**src/rtl/param_fir_filter.sv**
```systemverilog
`default_nettype none
// ============================================================================
//  Module   : param_fir_filter
//  Brief    : NTAPS-tap direct-form FIR with a writable coefficient bank,
//             valid-qualified streaming and a 3-stage multiply/sum/scale pipe.
//             Define FIR_SAT_EN to clamp the scaled result into OUT_W.
//  Revision : 1.0 - initial release
// ============================================================================
module param_fir_filter #(
    parameter int NTAPS  = 6,
    parameter int DATA_W = 16,
    parameter int COEF_W = 14,
    parameter int OUT_W  = 26,
    parameter int SHIFT  = 0
) (
    input  logic                       clk,
    input  logic                       reset,
    input  logic                       in_valid,
    input  logic signed [DATA_W-1:0]   din,
    input  logic                       flush,
    input  logic                       coef_we,
    input  logic [$clog2(NTAPS)-1:0]   coef_addr,
    input  logic signed [COEF_W-1:0]   coef_data,
    output logic                       out_valid,
    output logic signed [OUT_W-1:0]    dout,
    output logic                       ovf
);

    localparam int ACC_W    = DATA_W + COEF_W + $clog2(NTAPS);
    localparam int C_PROD_W = DATA_W + COEF_W;
    localparam int C_XW     = (ACC_W > OUT_W) ? ACC_W : OUT_W;

    logic signed [DATA_W-1:0]   r_taps     [NTAPS];
    logic signed [DATA_W-1:0]   w_taps_nxt [NTAPS];
    logic signed [COEF_W-1:0]   r_coef     [NTAPS];
    logic signed [C_PROD_W-1:0] w_prod     [NTAPS];
    logic signed [C_PROD_W-1:0] r_prod     [NTAPS];
    logic signed [ACC_W-1:0]    w_sum;
    logic signed [ACC_W-1:0]    r_sum;
    logic signed [ACC_W-1:0]    w_shifted;
    logic signed [C_XW-1:0]     w_wide;
    logic signed [OUT_W-1:0]    w_dout;
    logic                       w_ovf;
    logic                       r_v1;
    logic                       r_v2;

    // Products are formed from the post-shift tap vector so a sample is
    // multiplied on the same edge it is accepted, against the pre-write coefs.
    always_comb begin
        for (int i = 0; i < NTAPS; i++) begin
            w_taps_nxt[i] = r_taps[i];
        end
        if (in_valid) begin
            w_taps_nxt[0] = din;
            for (int i = 1; i < NTAPS; i++) begin
                w_taps_nxt[i] = r_taps[i-1];
            end
        end
    end

    always_comb begin
        for (int i = 0; i < NTAPS; i++) begin
            w_prod[i] = $signed({{COEF_W{w_taps_nxt[i][DATA_W-1]}}, w_taps_nxt[i]})
                      * $signed({{DATA_W{r_coef[i][COEF_W-1]}}, r_coef[i]});
        end
    end

    always_ff @(posedge clk) begin
        if (reset || flush) begin
            for (int i = 0; i < NTAPS; i++) begin
                r_taps[i] <= '0;
            end
        end else if (in_valid) begin
            for (int i = 0; i < NTAPS; i++) begin
                r_taps[i] <= w_taps_nxt[i];
            end
        end
    end

    // Out-of-range addresses match no entry and are dropped.
    always_ff @(posedge clk) begin
        if (reset) begin
            for (int i = 0; i < NTAPS; i++) begin
                r_coef[i] <= '0;
            end
        end else if (coef_we) begin
            for (int i = 0; i < NTAPS; i++) begin
                if (32'(coef_addr) == i) begin
                    r_coef[i] <= coef_data;
                end
            end
        end
    end

    always_ff @(posedge clk) begin
        if (reset) begin
            for (int i = 0; i < NTAPS; i++) begin
                r_prod[i] <= '0;
            end
            r_v1 <= 1'b0;
        end else begin
            for (int i = 0; i < NTAPS; i++) begin
                r_prod[i] <= w_prod[i];
            end
            r_v1 <= in_valid & ~flush;
        end
    end

    always_comb begin
        w_sum = '0;
        for (int i = 0; i < NTAPS; i++) begin
            w_sum = w_sum + {{(ACC_W-C_PROD_W){r_prod[i][C_PROD_W-1]}}, r_prod[i]};
        end
    end

    always_ff @(posedge clk) begin
        if (reset) begin
            r_sum <= '0;
            r_v2  <= 1'b0;
        end else begin
            r_sum <= w_sum;
            r_v2  <= r_v1 & ~flush;
        end
    end

    assign w_shifted = r_sum >>> SHIFT;
    assign w_wide    = C_XW'(w_shifted);

`ifdef FIR_SAT_EN
    localparam logic signed [C_XW-1:0] C_MAX = {1'b0, {(C_XW-1){1'b1}}} >> (C_XW - OUT_W);
    localparam logic signed [C_XW-1:0] C_MIN = ~C_MAX;

    logic signed [C_XW-1:0] w_clip;

    always_comb begin
        w_clip = w_wide;
        w_ovf  = 1'b0;
        if (w_wide > C_MAX) begin
            w_clip = C_MAX;
            w_ovf  = 1'b1;
        end else if (w_wide < C_MIN) begin
            w_clip = C_MIN;
            w_ovf  = 1'b1;
        end
    end

    assign w_dout = OUT_W'(w_clip);
`else
    assign w_dout = OUT_W'(w_wide);
    assign w_ovf  = 1'b0;
`endif

    // dout/ovf only move on a valid result; flush drops the pending one.
    always_ff @(posedge clk) begin
        if (reset) begin
            out_valid <= 1'b0;
            dout      <= '0;
            ovf       <= 1'b0;
        end else if (flush) begin
            out_valid <= 1'b0;
        end else begin
            out_valid <= r_v2;
            if (r_v2) begin
                dout <= w_dout;
                ovf  <= w_ovf;
            end
        end
    end

endmodule
`default_nettype wire

```
**config.mk**
```make
export PLATFORM = sky130hd
export DESIGN_NAME = param_fir_filter
export DESIGN_NICKNAME = d
export VERILOG_FILES = /design/src/rtl/param_fir_filter.sv
export SDC_FILE = /design/constraint.sdc
export NUM_CORES = 2
export LEC_CHECK = 0
export ABC_AREA = 1
export ABC_CLOCK_PERIOD_IN_PS = 8800
export BUFFER_PORTS_ARGS = -buffer_cell sky130_fd_sc_hd__buf_2
export CAP_MARGIN = 40
export CORE_ASPECT_RATIO = 0.6
export CORE_MARGIN = 10
export CORE_UTILIZATION = 45
export CTS_CLUSTER_DIAMETER = 50
export DETAILED_ROUTE_END_ITERATION = 12
export PLACE_DENSITY = 0.7
export SLEW_MARGIN = 20
export SYNTH_ARGS = -nofsm -noshare
export SYNTH_HDL_FRONTEND = slang
export SYNTH_SLANG_ARGS = --single-unit
```
**constraint.sdc**
```tcl
create_clock -name clk -period 8.8 [get_ports clk]
set_clock_uncertainty 0.15 [all_clocks]
set_input_delay 1.76 -clock clk [delete_from_list [all_inputs] [get_ports clk]]
set_output_delay 1.76 -clock clk [all_outputs]
set_load 0.005 [all_outputs]
```
==> summary.md <==
| Metric | Value |
|---|---|
| CTS sink count | `between 300 and 400` |
| Initial antenna violation count | `8` |
| Layout area overhead | `7.87%` |
| Max Cap Violations | `0` |
| Setup TNS | `0 ns` |
| Hold Path Sink | `r_v2$_SDFF_PP0_` |
| Slew @ Worst Pin | `~0.92 ns` |
| CTS Root Cell | `clkbuf_16` |
| Synthesis Warnings | `0` |
| Pre-CTS WS | `approximately 0.34 ns` |
| Syn Area/Cell | `just over 8 µm²` |
| Fraction of registers with async set/reset | `0%` |
| Worst-path clk slew | `approximately 0.060 ns` |
| Pins Over Slew Limit | `0` |
| Fin. Hold Viols | `0` |
| Hold-critical path depth | `2` |
| Most common cell after layout, fill and taps aside | `inv_1` |
| R2R Setup Slk | `between 1.5 and 2 ns` |
| Max incr delay on CP | `about 0.51 ns` |
| Mapped Area | `roughly 63000 µm²` |
| Reg2Reg Launch Point | `r_coef[0][3]$_SDFFCE_PN0P_` |
| Syn_nets | `about 9300` |
| I/O pin count | `66` |
| Maximum clock rate | `around 0.13 GHz` |
| Fillers | `about 13000` |
| Setup bufs post-CTS | `0` |
| Most used cell, CP | `fa_1` |
| Hold crit path type | `reg -> reg` |
| Fin nets | `9361` |
| Req. time, crit path | `between 9 and 10 ns` |
| Synthesized flop and latch total | `about 390` |
| Finish-stage setup viols | `0` |
| Drt total wl | `between 200000 and 250000 µm` |
| Final Cycle Share | `around nine tenths` |
| Hpwl dp | `between 150000 and 200000 µm` |
| Post-Syn Instances | `7578` |
| Setup crit end kind | `flip-flop` |
| Post-detailed-route wirelength per cell | `roughly 21 µm` |
| Slew HR | `roughly two fifths` |
| Die Width | `about 500 µm` |
| Min Tclk post-route | `7.88 ns` |
| Clk Latency, worst-skew pair | `around 0.66 ns` |
| Share of cells above drive strength 1 | `between 5 and 6%` |
| RSZ-0062 raised after global routing | `no` |
| Vias per cell | `5.31` |
| Initial core utilization | `a little under half` |
| Placeable Area | `approximately 140000 µm²` |
| Most frequent cells in the layout | `inv_1, fa_1, nor2_1` |
| Cell row count | `approximately 110` |
| Hold_sp | `r_v1$_SDFF_PP0_` |
| Worst Reg2Reg Path Length in Cells | `23` |
| DIE AREA | `155000 µm²` |
| Die H | `between 300 and 400 µm` |
| Gr usage total | `a little over a quarter` |
| Number of DRC markers in iteration 0 | `about 5700` |
| Primary flip-flop cell chosen by synthesis mapping | `dfxtp_1` |
| Number of global-route vias before repair | `50542` |
| Status | `finished clean` |
| Largest net degree at the start of global routing | `97` |
| Htree depth | `2` |
| RD Place Congestion | `about 1` |
| Routed vias | `about 51000` |
| DRC | `0` |
| Worst Path Max Fanout | `50` |
| Final ANT Viol Nets | `0` |
| CTS tree | `yes` |
| Min setup slack post-route | `~0.92 ns` |
| Slowest-stage cell, CP | `fa_1` |
| Hold_buf cts | `0` |
| Startpoint types | `primary input` |
| Arrival time at the worst endpoint | `about 8.3 ns` |
| First-pass GRT wire length | `312000 µm` |
| GRT overflow | `0` |
| Reg2reg end | `r_prod[0][25]$_SDFF_PP0_` |
| Number of synthesized flops with an enable pin | `180` |
| Crit Path Category | `in -> reg` |
| Post_cts resized | `0` |
| Yosys cell types | `47` |
| Clock tree buffer depth | `3` |
| Part of the Yosys area used for sequential elements | `between 15 and 20%` |
| Drt pass-1 iters | `6` |
| IO Port Bufs | `64` |
| CTS Buf Count | `52` |
through the flow:
step                      hold slack (ns)  util [%]  cell area, µm²  cells
after global routing                0.287      48.7           67700   9544
after detailed placement            0.258      47.4           65800   9444
final                               0.262      48.7           67700   9553
after CTS                           0.266      48.7           67600   9541
after floorplan                     0.244         -           62700   7578
after global placement              0.254      47.2           65500   9432
layout make-up:
type | instances | area [µm²] | share of cell area (%)
multi-input cells | 5073 | 45000 | 66.6
inverters | 1966 | 7390 | 10.9
well taps | 1836 | 2300 | 3.39
clock buffers | 62 | 1380 | 2.04
repair buffers | 180 | 1480 | 2.19
clock inverters | 35 | 430 | 0.636
flip-flops and latches | 391 | 9630 | 14.2
diodes | 10 | 25.0 | 0.0370
metal layers:
metal  part of all wire, %  vias up  track usage [%]
li1                      -    22568                -
met1                    45    24787             40.6
met2                    36     3082             32.7
met3                    17      250             12.8
met4                   2.2        0             5.32
met5                     0        -                0
flip-flops by register name, summed over array words and instances, names as in the netlist:
register   flops
r_prod       156
r_coef        84
r_v1           1
out_valid      1
r_taps        96
dout          26
r_v2           1
r_sum         26
how the worst max path moves through the flow:
| stage | from | to | slack (ns) |
|---|---|---|---|
| 2_1_floorplan | in_valid | r_prod[0][108]$_SDFF_PP0_ | 1.37 |
| 3_3_place_gp | in_valid | r_prod[0][169]$_SDFF_PP0_ | 0.39 |
| 3_5_place_dp | in_valid | r_prod[0][55]$_SDFF_PP0_ | 0.34 |
| 4_1_cts | in_valid | r_prod[0][55]$_SDFF_PP0_ | 1.02 |
| 5_1_grt | in_valid | r_prod[0][55]$_SDFF_PP0_ | 0.53 |
| 6_report | in_valid | r_prod[0][55]$_SDFF_PP0_ | 0.92 |
synthesized netlist by cell type, types with 25 or more instances:
| cell type | instances | area share, % |
|---|---|---|
| inv_1 | 1921 | 11 |
| fa_1 | 1239 | 40 |
| nor2_1 | 1231 | 7.4 |
| nand2_1 | 1178 | 7.0 |
| ha_1 | 420 | 8.4 |
| a21oi_1 | 323 | 2.6 |
| o21ai_0 | 249 | 2.0 |
| dfxtp_1 | 211 | 6.7 |
| edfxtp_1 | 180 | 8.6 |
| nand3_1 | 125 | 1.0 |
| clkbuf_1 | 104 | 0.62 |
| o21ai_2 | 39 | 0.54 |
| o21a_1 | 34 | 0.41 |
| nand4_1 | 30 | 0.30 |
| xnor2_1 | 26 | 0.36 |
| inv_2 | 25 | 0.15 |
cells by family after synthesis:
logic type / synth area share [%]
AND/OR/NAND/NOR: 16.5
buffers and inverters: 12.9
adder cells (fa/ha/maj): 47.9
AO/OA/AOI/OAI: 6.73
flip-flops: 15.3
XOR/XNOR: 0.628
other: 0.00598
critical path: cells and delay by family:
kind                     cells  cell delay [ns]
AO/OA/AOI/OAI                1             0.35
buffers and inverters        8             1.49
AND/OR/NAND/NOR              9             1.30
adder cells (fa/ha/maj)      7             3.32
Power is left out: the tool's default activity adds up to more than one toggle a clock period on the data nets, which glitch-free logic cannot reach.
